===== src/rtl/rf_pkg.sv =====
// Shared types and constants for the register-file read-stream engine.
package rf_pkg;
    localparam int RF_PW    = 4;
    localparam int RF_DEPTH = 2 ** RF_PW;

    typedef logic [RF_PW-1:0] rf_idx_t;
    typedef logic [7:0]       rf_byte_t;

    typedef enum logic [1:0] {
        IDLE,
        ISSUE,
        DRAIN,
        DONE
    } rd_state_t;
endpackage


===== src/rtl/rf_skid_fifo.sv =====
// Two-entry FIFO of {data, idx, last} that decouples register reads from the
// output stream; a push into a full FIFO is accepted only alongside a pop.
module rf_skid_fifo
    import rf_pkg::*;
#(
    parameter int iw = RF_PW
) (
    input  logic          clk,
    input  logic          reset,
    input  logic          flush,
    input  logic          push,
    input  logic          pop,
    input  rf_byte_t      in_data,
    input  logic [iw-1:0] in_idx,
    input  logic          in_last,
    output rf_byte_t      head_data,
    output logic [iw-1:0] head_idx,
    output logic          head_last,
    output logic          full,
    output logic          empty
);
    rf_byte_t      data_q [2];
    logic [iw-1:0] idx_q  [2];
    logic          last_q [2];
    logic          rd_ptr;
    logic          wr_ptr;
    logic [1:0]    cnt;
    logic          push_ok;
    logic          pop_ok;

    assign full    = (cnt == 2'd2);
    assign empty   = (cnt == 2'd0);
    assign pop_ok  = pop && !empty;
    assign push_ok = push && (!full || pop_ok);

    assign head_data = data_q[rd_ptr];
    assign head_idx  = idx_q[rd_ptr];
    assign head_last = last_q[rd_ptr];

    always_ff @(posedge clk) begin
        if (reset) begin
            rd_ptr <= 1'b0;
            wr_ptr <= 1'b0;
            cnt    <= 2'd0;
            for (int i = 0; i < 2; i++) begin
                data_q[i] <= '0;
                idx_q[i]  <= '0;
                last_q[i] <= 1'b0;
            end
        end else if (flush) begin
            rd_ptr <= 1'b0;
            wr_ptr <= 1'b0;
            cnt    <= 2'd0;
        end else begin
            // When full, push and pop share a slot: the pop frees it this edge.
            if (push_ok) begin
                data_q[wr_ptr] <= in_data;
                idx_q[wr_ptr]  <= in_idx;
                last_q[wr_ptr] <= in_last;
                wr_ptr         <= ~wr_ptr;
            end
            if (pop_ok) begin
                rd_ptr <= ~rd_ptr;
            end
            cnt <= cnt + {1'b0, push_ok} - {1'b0, pop_ok};
        end
    end
endmodule


===== src/rtl/rf_stream_reader.sv =====
// Read-side DMA engine: walks a register range through read port A and streams
// each byte out; owns port A while busy.
module rf_stream_reader
    import rf_pkg::*;
#(
    parameter int pw = RF_PW
) (
    input  logic          clk,
    input  logic          reset,
    input  logic          start,
    input  logic [pw-1:0] start_addr,
    input  logic [pw:0]   count,
    input  logic          abort,
    output logic [pw:0]   rf_rd_addr,
    input  logic [7:0]    rf_rd_data,
    output logic          out_valid,
    input  logic          out_ready,
    output logic [7:0]    out_data,
    output logic [pw-1:0] out_idx,
    output logic          out_last,
    output logic          busy,
    output logic          done,
    output rd_state_t     dbg_state
);
    rd_state_t     state;
    rd_state_t     state_next;
    logic [pw-1:0] cur_idx;
    logic [pw:0]   remaining;
    logic          issue;
    logic          pop;
    logic          flush;
    logic          last_issue;
    rf_byte_t      head_data;
    logic [pw-1:0] head_idx;
    logic          head_last;
    logic          fifo_full;
    logic          fifo_empty;

    // Stream handshake: a beat moves on a cycle where out_valid && out_ready;
    // while out_valid is high and out_ready low the payload is held unchanged.
    assign out_valid  = !fifo_empty;
    assign pop        = out_valid && out_ready;
    assign last_issue = (remaining == (pw+1)'(1));

    assign out_data  = out_valid ? head_data : '0;
    assign out_idx   = out_valid ? head_idx  : '0;
    assign out_last  = out_valid && head_last;
    assign busy      = (state == ISSUE) || (state == DRAIN);
    assign done      = (state == DONE);
    assign dbg_state = state;
    assign rf_rd_addr = (state == ISSUE) ? {1'b0, cur_idx} : '0;

    always_comb begin
        state_next = state;
        issue      = 1'b0;
        flush      = 1'b0;
        case (state)
            IDLE: begin
                if (start) begin
                    state_next = (count == '0) ? DONE : ISSUE;
                end
            end
            ISSUE: begin
                if (abort) begin
                    flush      = 1'b1;
                    state_next = DONE;
                end else begin
                    issue = !fifo_full || pop;
                    if (issue && last_issue) begin
                        state_next = DRAIN;
                    end
                end
            end
            DRAIN: begin
                if (abort) begin
                    flush      = 1'b1;
                    state_next = DONE;
                end else if (fifo_empty || (pop && !fifo_full)) begin
                    state_next = DONE;
                end
            end
            DONE: state_next = IDLE;
            default: state_next = IDLE;
        endcase
    end

    always_ff @(posedge clk) begin
        if (reset) begin
            state     <= IDLE;
            cur_idx   <= '0;
            remaining <= '0;
        end else begin
            state <= state_next;
            if (state == IDLE && start) begin
                cur_idx   <= start_addr;
                remaining <= count;
            end else if (issue) begin
                cur_idx   <= cur_idx + pw'(1);
                remaining <= remaining - (pw+1)'(1);
            end
        end
    end

    // Read data is captured on the same edge it is addressed, so a write landing
    // on that edge is not seen.
    rf_skid_fifo #(.iw(pw)) u_fifo (
        .clk       (clk),
        .reset     (reset),
        .flush     (flush),
        .push      (issue),
        .pop       (pop),
        .in_data   (rf_rd_data),
        .in_idx    (cur_idx),
        .in_last   (last_issue),
        .head_data (head_data),
        .head_idx  (head_idx),
        .head_last (head_last),
        .full      (fifo_full),
        .empty     (fifo_empty)
    );
endmodule


===== config.mk =====
export PLATFORM = sky130hd
export DESIGN_NAME = rf_stream_reader
export DESIGN_NICKNAME = d
export VERILOG_FILES = /design/src/rtl/rf_pkg.sv /design/src/rtl/rf_skid_fifo.sv /design/src/rtl/rf_stream_reader.sv
export SDC_FILE = /design/constraint.sdc
export NUM_CORES = 1
export LEC_CHECK = 0
export BUFFER_PORTS_ARGS = -buffer_cell sky130_fd_sc_hd__buf_2
export CORE_MARGIN = 8
export CORE_UTILIZATION = 52
export CTS_CLUSTER_DIAMETER = 30
export DETAILED_ROUTE_END_ITERATION = 10
export HOLD_SLACK_MARGIN = 0.1
export PLACE_DENSITY = 0.77
export SKIP_CTS_REPAIR_TIMING = 1
export SLEW_MARGIN = 20
export SYNTH_ARGS = -nofsm -noshare
export SYNTH_HDL_FRONTEND = slang
export SYNTH_SLANG_ARGS = --single-unit

===== constraint.sdc =====
create_clock -name clk -period 2.6 [get_ports clk]
set_input_delay 0.52 -clock clk [delete_from_list [all_inputs] [get_ports clk]]
set_output_delay 0.52 -clock clk [all_outputs]
set_load 0.1 [all_outputs]

==> flow_metrics.py, run 1 <==
metrics = {
    "final_layout": {
        "fin_cells": 301,
        "drive_above_1_share_pct": 29.9,
        "nNetsFinal": 282,
        "synthToLayoutAreaGrowth_pct": 16.4,
        "diodes": 0,
        "fillCellCount": 341,
        "utilization_pct": 63.8,
    },
    "hold_path": {
        "min-delay-start": "count[1]",
        "min_to": "remaining[1]",
        "min_path_cells": 3,
        "min_path_type": "in -> reg",
    },
    "floorplan": {
        "initial_core_util_pct": 54.9,
        "core_sq_mm": 0.00406,
        "ioPinCount": 45,
        "die_area_sq_mm": 0.00663,
        "die_w_um": 81.4,
        "rows": 23,
        "die_height_um": 81.4,
    },
    "timing": {
        "fin_tns_setup_ps": 0,
        "finalCritPeriodShare_pct": 81.1,
        "worst_clock_skew_ps": 2.91,
        "setup_viol": 0,
        "slew_headroom_pct": 56.7,
        "hold_viol": 0,
        "whs_ps": 498,
        "tightest_slew_ps": 647,
        "slew_viol_final": 0,
        "rsz0062_at_grt": "false",
        "fmax_mhz": 474,
        "min_period_ps": 2110,
    },
    "clocking": {
        "cts_tree": "done",
        "clk_pin_slew_worst_paths_ps": 70,
        "insertion_delay_ps": 290,
        "cts_max_path_buffers": 2,
        "htreeDepth": 2,
        "cts-root-buf": "clkbuf_8",
        "cts.sink_count": 42,
        "numCtsBuffers": 5,
    },
    "yosys": {
        "ys_ff_latch": 42,
        "ys_types": 39,
        "syn-cell-area_sq_mm": 0.00223,
        "synth_cells": 206,
        "synth_edf_count": 26,
        "async_flop_share_pct": 0,
        "ys_warn_count": 0,
        "ys.flop_type": "edfxtp_1",
        "avgSynthCellArea_sq_um": 10.8,
        "ys_seq_area_share_pct": 49.5,
        "synth_nets": 238,
    },
    "worst_setup_path": {
        "r2r_setup_slack_ps": 530,
        "critPathCaptureType": "primary output",
        "r2r_start": "dbg_state[1]",
        "arrival_ps": 1590,
        "cp_max_fo": 6,
        "start_kind": "flip-flop",
        "cp_slowest_cell": "buf_2",
        "r2r_end": "u_fifo.data_q[0][5]",
        "slowest_delay_ps": 430,
        "crit_required_ps": 2080,
        "crit_type": "reg -> out",
        "reg2reg_depth": 6,
        "worstPathCellList": "inv_1 -> ha_1 -> and2_1 -> buf_2",
    },
    "place": {
        "gp_congestion": 0.840,
        "post-dp-hpwl_mm": 3.21,
        "portBuffers": 43,
        "placed_cells": 293,
    },
    "power": {
        "cellPowerDensity_mw_per_mm2": 1210,
        "ir_drop_v": 0.000854,
        "power_leakage_nw": 1.07,
    },
    "global_route": {
        "grt_pass1_wl_mm": 7.27,
        "antenna_found_initial": 0,
        "grt_max_degree": 19,
        "track_usage_pct": 14.1,
        "grt_pass1_vias": 1603,
        "grt_overflow": 0,
    },
    "drt": {
        "drc": 0,
        "vias_per_cell": 5.16,
        "detail-route-antenna-nets": 0,
        "wl_mm": 4.29,
        "firstDrtPassIters": 4,
        "drt_first_iter_violations": 63,
        "vias": 1553,
        "wl_per_cell_um": 14.2,
    },
    "outcome": {
        "status": "finished clean",
    },
    "run": {
        "max_cap_viol_count": 0,
    },
}
metrics by stage:
| stage | instance area, sq um | power [mW] | setup WS, ps |
|---|---|---|---|
| floorplan | 2250 | 2.47 | 193 |
| finish | 2590 | 3.14 | 493 |
| global placement | 2500 | 2.74 | 561 |
| global route | 2590 | 3.32 | 299 |
| CTS | 2590 | 3.16 | 491 |
| detailed placement | 2500 | 2.76 | 529 |
sequential cells by signal, indices dropped and copies added (netlist names), named ones only:
signal / flops
cur_idx: 4
u_fifo.last_q: 2
u_fifo.idx_q: 8
u_fifo.data_q: 16
u_fifo.cnt: 2
u_fifo.rd_ptr: 1
dbg_state: 2
remaining: 5
u_fifo.wr_ptr: 1
worst max-delay path by stage:
stage                             from                   to  slack, ps  cells after the start
after floorplan           dbg_state[0]  u_fifo.data_q[0][0]        190                      5
after global placement       out_ready        u_fifo.cnt[1]        560                      8
after detailed placement  dbg_state[1]  u_fifo.data_q[0][7]        530                      6
after CTS                 dbg_state[1]        rf_rd_addr[3]        490                      4
after global routing      dbg_state[1]  u_fifo.data_q[0][2]        300                      6
final                     dbg_state[1]        rf_rd_addr[3]        490                      4
layout by cell type, fill, tap and decap left out, types with 4 or more instances in the layout:
cell type	instances
inv_1	8
clkbuf_8	5
and2_1	28
nor2b_1	6
xnor2_1	5
a211oi_1	8
nor2_1	19
nor2_2	10
buf_4	5
mux2i_1	13
dfxtp_1	14
ha_1	10
edfxtp_1	26
nand2_1	4
nand3_1	6
buf_2	43
xor2_1	6
routing by layer:
layer	vias up	GRT usage, %	share of wire, %
met3	6	5.02	7.4
met4	0	5.71	1.2
met1	707	16.9	44
met2	45	22.6	47
li1	795	-	-
met5	-	0	0
cell usage after synthesis, types with 5 or more instances:
cell / n / area (sq um)
nor2_1: 29 / 109
and2_1: 28 / 175
edfxtp_1: 26 / 781
dfxtp_1: 16 / 320
mux2i_1: 13 / 130
ha_1: 10 / 125
a211oi_1: 8 / 60.1
inv_1: 8 / 30.0
nand3_1: 6 / 30.0
nor2b_1: 6 / 37.5
xor2_1: 6 / 52.6
xnor2_1: 5 / 43.8
worst max-delay path, delay by kind of cell (launching register included):
kind,cells,cell delay [ps]
adders and majority gates,1,250
buffers and inverters,2,530
DFF,1,350
and+or+nand+nor,1,170
area by class of cell:
cell class              instances  area (sq um)  area share (%)
clock buffers                   5          68.8            2.66
clock inverters                 3          16.3           0.628
inverters                       9          36.3            1.40
multi-input cells             144          1050            40.5
flip-flops and latches         42          1100            42.6
well taps                      50          62.6            2.42
repair buffers                 48           253            9.76
where the power goes:
| group | internal [mW] | switching [mW] | total, mW |
|---|---|---|---|
| logic | 0.437 | 1.33 | 1.77 |
| registers | 0.859 | 0.114 | 0.973 |
| clock network | 0.184 | 0.214 | 0.398 |
kinds of logic (layout without fill, tap and decap cells):
group,after synthesis,after routing,share of synthesized area [%]
other cells,1,1,0.168
mux,13,13,5.85
fa+ha+maj,10,10,5.62
simple gates,89,89,22.7
flops,42,42,49.5
buf+inv,20,65,4.50
xor+xnor,11,11,4.33
compound gates,20,20,7.42
Power figures use the tool's default switching activity.
==> run 2: changes to the inputs <==
Settings changed: ABC_AREA from default to 1, CORE_UTILIZATION 52 to 49, PLACE_DENSITY 0.77 to 0.76.
Clock period 2.6 ns to 1.9 ns, I/O delays scaled along.
==> run 2 against run 1 <==
Compared with the run above:
- critical path depth rose by 2
- register-to-register slack got worse by 420 ps
- sequential share of layout area fell by 7.0 points
- critical endpoint is now out_data[7]
- routed wire length rose by 20%
==> flow_metrics.py, run 2 <==
metrics = {
    "clocking": {
        "numCtsBuffers": 5,
        "cts_max_path_buffers": 2,
        "htreeDepth": 2,
        "insertion_delay_ps": 290,
        "cts-root-buf": "clkbuf_8",
        "cts_tree": "done",
        "cts.sink_count": 42,
        "clk_pin_slew_worst_paths_ps": 80,
    },
    "yosys": {
        "ys_seq_area_share_pct": 48.2,
        "ys_warn_count": 0,
        "synth_most_common_cell": "nand2_1",
        "synth_edf_count": 26,
        "synth_cells": 284,
        "ys.flop_type": "edfxtp_1",
        "synth.top_cell.area_share_pct": 34.2,
        "avgSynthCellArea_sq_um": 8.04,
        "ys_ff_latch": 42,
        "ys_top_cells_by_count": "nand2_1 (74), inv_1 (44), nor2_1 (35), a21oi_1 (26), edfxtp_1 (26)",
        "async_flop_share_pct": 0,
        "syn-cell-area_sq_mm": 0.00228,
        "synth_nets": 316,
        "ys_types": 26,
        "netlist_top_cells_area": "edfxtp_1 (34%), dfxtp_1 (14%), nand2_1 (12%)",
        "yosysTopAreaCell": "edfxtp_1",
    },
    "drt": {
        "vias": 1931,
        "drc": 0,
        "wl_per_cell_um": 13.2,
        "detail-route-antenna-nets": 0,
        "wl_mm": 5.12,
        "firstDrtPassIters": 5,
        "vias_per_cell": 4.99,
        "drt_first_iter_violations": 126,
    },
    "run": {
        "max_cap_viol_count": 0,
    },
    "hold_path": {
        "min_path_type": "in -> reg",
        "min_path_cells": 2,
        "min-delay-start": "reset",
        "min_to": "remaining[1]",
    },
    "worst_setup_path": {
        "start_kind": "flip-flop",
        "slowest_delay_ps": 360,
        "cp_top_family": "buffers and inverters",
        "cp.depth": 6,
        "r2r_end": "u_fifo.cnt[1]",
        "r2r_start": "u_fifo.cnt[1]",
        "critPathCaptureType": "primary output",
        "crit_type": "reg -> out",
        "cp_max_fo": 14,
        "cp_slowest_cell": "dfxtp_2",
        "reg2reg_depth": 10,
        "crit_required_ps": 1520,
        "arrival_ps": 1430,
        "worstPathCellList": "inv_1 -> nand2_8 -> inv_1 -> buf_8 -> a21oi_2 -> buf_12",
        "crit_top_cell": "inv_1",
        "path_buf_inv": 4,
        "r2r_setup_slack_ps": 110,
    },
    "global_route": {
        "antenna_found_initial": 0,
        "track_usage_pct": 14.4,
        "grt_max_degree": 15,
        "grt_pass1_wl_mm": 8.54,
        "grt_overflow": 0,
        "grt_pass1_vias": 1988,
    },
    "outcome": {
        "status": "finished clean",
    },
    "floorplan": {
        "die_area_sq_mm": 0.00710,
        "core_sq_mm": 0.00460,
        "rows": 25,
        "ioPinCount": 45,
        "die_height_um": 84.3,
        "initial_core_util_pct": 49.7,
        "die_w_um": 84.3,
    },
    "power": {
        "pwr-share-seq_pct": 27.3,
        "p_clk_share_pct": 14.4,
        "cellPowerDensity_mw_per_mm2": 1550,
        "finalPower_mw": 4.85,
        "switching_share_pct": 49.6,
        "combPwrFrac_pct": 58.3,
        "ir_drop_v": 0.00144,
        "power_leakage_nw": 1.32,
        "intPower_mw": 2.44,
        "p_sw_mw": 2.40,
    },
    "timing": {
        "setup_viol": 0,
        "fmax_mhz": 553,
        "hold_viol": 0,
        "finalCritPeriodShare_pct": 95.3,
        "slew_viol_final": 0,
        "min_period_ps": 1810,
        "worst_clock_skew_ps": 4.02,
    },
    "place": {
        "gp_congestion": 0.882,
        "portBuffers": 43,
        "post-dp-hpwl_mm": 3.89,
    },
    "final_layout": {
        "diodes": 0,
        "drive_above_1_share_pct": 29.4,
        "utilization_pct": 67.8,
        "largest_reg_flops": 16,
        "reg_top3": "u_fifo.data_q (16), u_fifo.idx_q (8), remaining (5)",
        "mostFrequentLayoutCells": "nand2_1 (72), inv_1 (41), nor2_1 (35), edfxtp_1 (26), buf_2 (25)",
        "regMostFlops": "u_fifo.data_q",
        "synthToLayoutAreaGrowth_pct": 36.6,
        "fillCellCount": 361,
        "final_common_cell": "nand2_1",
        "nNetsFinal": 364,
    },
}
-- run 2: cell count changes after synthesis, moves of 8 or more --
cell / change
nor2_2: +11
nand2_1: +70
mux2i_1: -13
inv_1: +36
and2_1: -28
a21oi_1: +24
a211oi_1: -8
-- run 2: through the flow --
| step | setup slack [ps] | instances | TNS, ps | hold WS [ps] | area [sq um] |
|---|---|---|---|---|---|
| after global routing | -8.46 | 387 | -8.46 | 346 | 3120 |
| after global placement | 179 | 379 | 0 | 451 | 2980 |
| after detailed placement | 116 | 379 | 0 | 458 | 2980 |
| after CTS | -45.0 | 387 | -371 | 338 | 3090 |
| final | 90.2 | 387 | 0 | 342 | 3120 |
| after floorplan | -91.5 | 284 | -649 | 433 | 2440 |
-- run 2: kinds of logic after synthesis --
logic type               synth area share, %
other                                  0.164
XOR/XNOR                                1.92
AND/OR/NAND/NOR                         27.4
flip-flops                              48.2
AO/OA/AOI/OAI                           7.01
adder cells (fa/ha/maj)                 5.48
buffers and inverters                   9.81
-- run 2: how the worst max path moves through the flow --
| stage | from | endpoint | slack [ps] |
|---|---|---|---|
| 3_3_place_gp | out_ready | u_fifo.cnt[1] | 180 |
| 3_5_place_dp | out_ready | u_fifo.cnt[1] | 120 |
| 5_1_grt | u_fifo.cnt[1] | u_fifo.cnt[1] | -8 |
| 2_1_floorplan | u_fifo.cnt[1] | out_data[7] | -90 |
| 6_report | u_fifo.cnt[1] | out_data[7] | 90 |
| 4_1_cts | u_fifo.cnt[1] | out_idx[3] | -50 |
-- run 2: cell type report --
class / count / area (sq um) / share of cell area, %
Multi-Input combinational cell: 189 / 1120 / 36.0
Sequential cell: 42 / 1110 / 35.6
Timing Repair Buffer: 47 / 523 / 16.8
Inverter: 47 / 185 / 5.94
Clock buffer: 6 / 72.6 / 2.33
Tap cell: 54 / 67.6 / 2.17
Clock inverter: 2 / 37.5 / 1.20
-- run 2: layer usage --
layer  part of all wire [%]  track usage [%]  vias up
li1                       -                -      978
met1                     40             14.4      873
met2                     53             25.8       69
met3                    5.5             5.23       11
met4                    1.4             6.91        0
met5                      0                0        -
-- run 2: power groups by stage --
stage | Combinational, mW | Sequential (mW) | Clock (mW)
2_1_floorplan | 1.94 | 1.45 | 0
3_3_place_gp | 2.73 | 1.32 | 0
3_5_place_dp | 2.78 | 1.33 | 0
4_1_cts | 2.79 | 1.31 | 0.711
5_1_grt | 3.03 | 1.35 | 0.751
6_report | 2.83 | 1.32 | 0.698
==> run 3: changes to the inputs <==
Settings changed: CORE_ASPECT_RATIO from default to 1.25.
Clock period 1.9 ns to 1.5 ns, I/O delays scaled along.
==> run 3 against run 2 <==
Compared with the run above:
- the run now ends with setup timing left
- first-iteration DRC count shrank 17%
- sequential power up 28%
- worst hold slack got worse by 43 ps
- utilization rose by 9.1 points
- register-to-register slack got worse by 310 ps
- routed wire length up 20%
==> flow_metrics.py, run 3 (synthesis results as in run 2) <==
metrics = {
    "drt": {
        "detail-route-antenna-nets": 0,
        "vias": 2081,
        "vias_per_cell": 5.03,
        "drc": 0,
        "firstDrtPassIters": 4,
        "wl_mm": 6.17,
        "drt_first_iter_violations": 104,
        "wl_per_cell_um": 14.9,
    },
    "worst_setup_path": {
        "crit_start": "u_fifo.cnt[1]",
        "start_kind": "flip-flop",
        "crit_required_ps": 1200,
        "r2r_start": "u_fifo.cnt[1]",
        "arrival_ps": 1460,
        "r2r_end": "u_fifo.cnt[1]",
        "cp_max_fo": 14,
        "reg2reg_depth": 10,
        "critPathCaptureType": "primary output",
        "crit_type": "reg -> out",
        "r2r_setup_slack_ps": -200,
    },
    "final_layout": {
        "fillCellCount": 312,
        "regMostFlops": "u_fifo.data_q",
        "mostFrequentLayoutCells": "nand2_1 (66), nor2_1 (32), inv_1 (31), edfxtp_1 (26), buf_12 (23)",
        "final_common_cell": "nand2_1",
        "nNetsFinal": 385,
        "reg_top3": "u_fifo.data_q (16), u_fifo.idx_q (8), remaining (5)",
        "drive_above_1_share_pct": 41.0,
        "synthToLayoutAreaGrowth_pct": 55.7,
        "diodes": 0,
        "fin_cells": 414,
        "largest_reg_flops": 16,
    },
    "timing": {
        "fmax_mhz": 570,
        "min_period_ps": 1760,
        "slew_viol_final": 0,
        "setup_viol": 19,
        "postLayoutSetupSlackWorst_ps": -255,
        "worst_clock_skew_ps": 5.52,
        "hold_viol": 0,
        "rsz0062_at_grt": "true",
        "finalCritPeriodShare_pct": 117,
    },
    "run": {
        "max_cap_viol_count": 0,
    },
    "floorplan": {
        "core_sq_mm": 0.00462,
        "rows": 28,
        "die_w_um": 77.1,
        "ioPinCount": 45,
        "die_area_sq_mm": 0.00711,
        "initial_core_util_pct": 49.4,
        "die_height_um": 92.3,
    },
    "power": {
        "power_leakage_nw": 1.47,
        "ir_drop_v": 0.00222,
        "finalPower_mw": 7.18,
        "cellPowerDensity_mw_per_mm2": 2020,
    },
    "hold_path": {
        "min_to": "cur_idx[0]",
        "min_path_cells": 3,
        "min-delay-start": "start_addr[0]",
        "min_path_type": "in -> reg",
    },
    "clocking": {
        "insertion_delay_ps": 300,
        "numCtsBuffers": 5,
        "cts.sink_count": 42,
        "clk_pin_slew_worst_paths_ps": 80,
        "cts_max_path_buffers": 2,
        "htreeDepth": 2,
        "cts_tree": "done",
        "cts-root-buf": "clkbuf_8",
    },
    "place": {
        "portBuffers": 43,
        "post-dp-hpwl_mm": 4.30,
        "gp_congestion": 0.882,
        "placed_cells": 403,
    },
    "global_route": {
        "grt_pass1_vias": 2155,
        "grt_max_degree": 15,
        "grt_pass1_wl_mm": 9.51,
        "grt_overflow": 0,
        "antenna_found_initial": 0,
        "track_usage_pct": 16.4,
    },
    "outcome": {
        "status": "complete, but fails checks",
        "violations": "setup timing",
    },
}
## run 3: cell count changes in the layout (fill, tap and decap cells not counted), sizes merged, moves of 2 or more
| cell | previous run | this run |
|---|---|---|
| inv | 45 | 41 |
| buf | 46 | 66 |
| clkbuf | 7 | 5 |
| clkinvlp | 2 | 5 |
## run 3: routing by layer
metal | up-vias | track usage [%] | share of wire (%)
li1 | 1029 | - | -
met4 | 0 | 5.21 | 1.2
met5 | - | 0 | 0
met1 | 985 | 16.4 | 38
met2 | 59 | 32.0 | 57
met3 | 8 | 4.07 | 4.7
## run 3: area by class of cell
type / instances / area [sq um] / area share [%]
Clock buffer: 5 / 68.8 / 1.94
Clock inverter: 3 / 68.8 / 1.94
Inverter: 47 / 208 / 5.84
Multi-Input combinational cell: 191 / 1280 / 35.9
Sequential cell: 42 / 1110 / 31.3
Tap cell: 60 / 75.1 / 2.11
Timing Repair Buffer: 66 / 746 / 21.0
## run 3: stage by stage
step	area [sq um]	setup slack, ps	setup TNS, ps	hold slack (ps)	util, %
floorplan	2560	-385	-14420	369	-
global placement	3300	-65.6	-65.6	450	71.3
detailed placement	3300	-131	-353	458	71.3
CTS	3440	-335	-5660	294	74.3
global route	3560	-304	-5820	316	76.9
finish	3560	-255	-3860	299	76.9
## run 3: worst max path at each step
stage                     cells after the start             to  slack, ps
after floorplan                              10  u_fifo.cnt[1]       -380
final                                         6    out_data[4]       -260
after global placement                       10  u_fifo.cnt[1]        -70
after CTS                                     7    out_data[2]       -340
after global routing                          6    out_data[4]       -300
after detailed placement                     10  u_fifo.cnt[1]       -130
## run 3: power breakdown
group / total, mW / switching (mW) / leakage, nW / internal [mW]
registers: 1.69 / 0.203 / 0.404 / 1.49
clock network: 1.07 / 0.406 / 0.0683 / 0.667
logic: 4.41 / 2.80 / 0.996 / 1.62
total: 7.18 / 3.40 / 1.47 / 3.78
## run 3: critical path, stage by stage, from the launching register on
cell        delay [ps]
dfxtp_2            350
inv_2               60
nand2_8             70
clkinvlp_4         110
buf_12             190
a21oi_4            160
buf_12             190
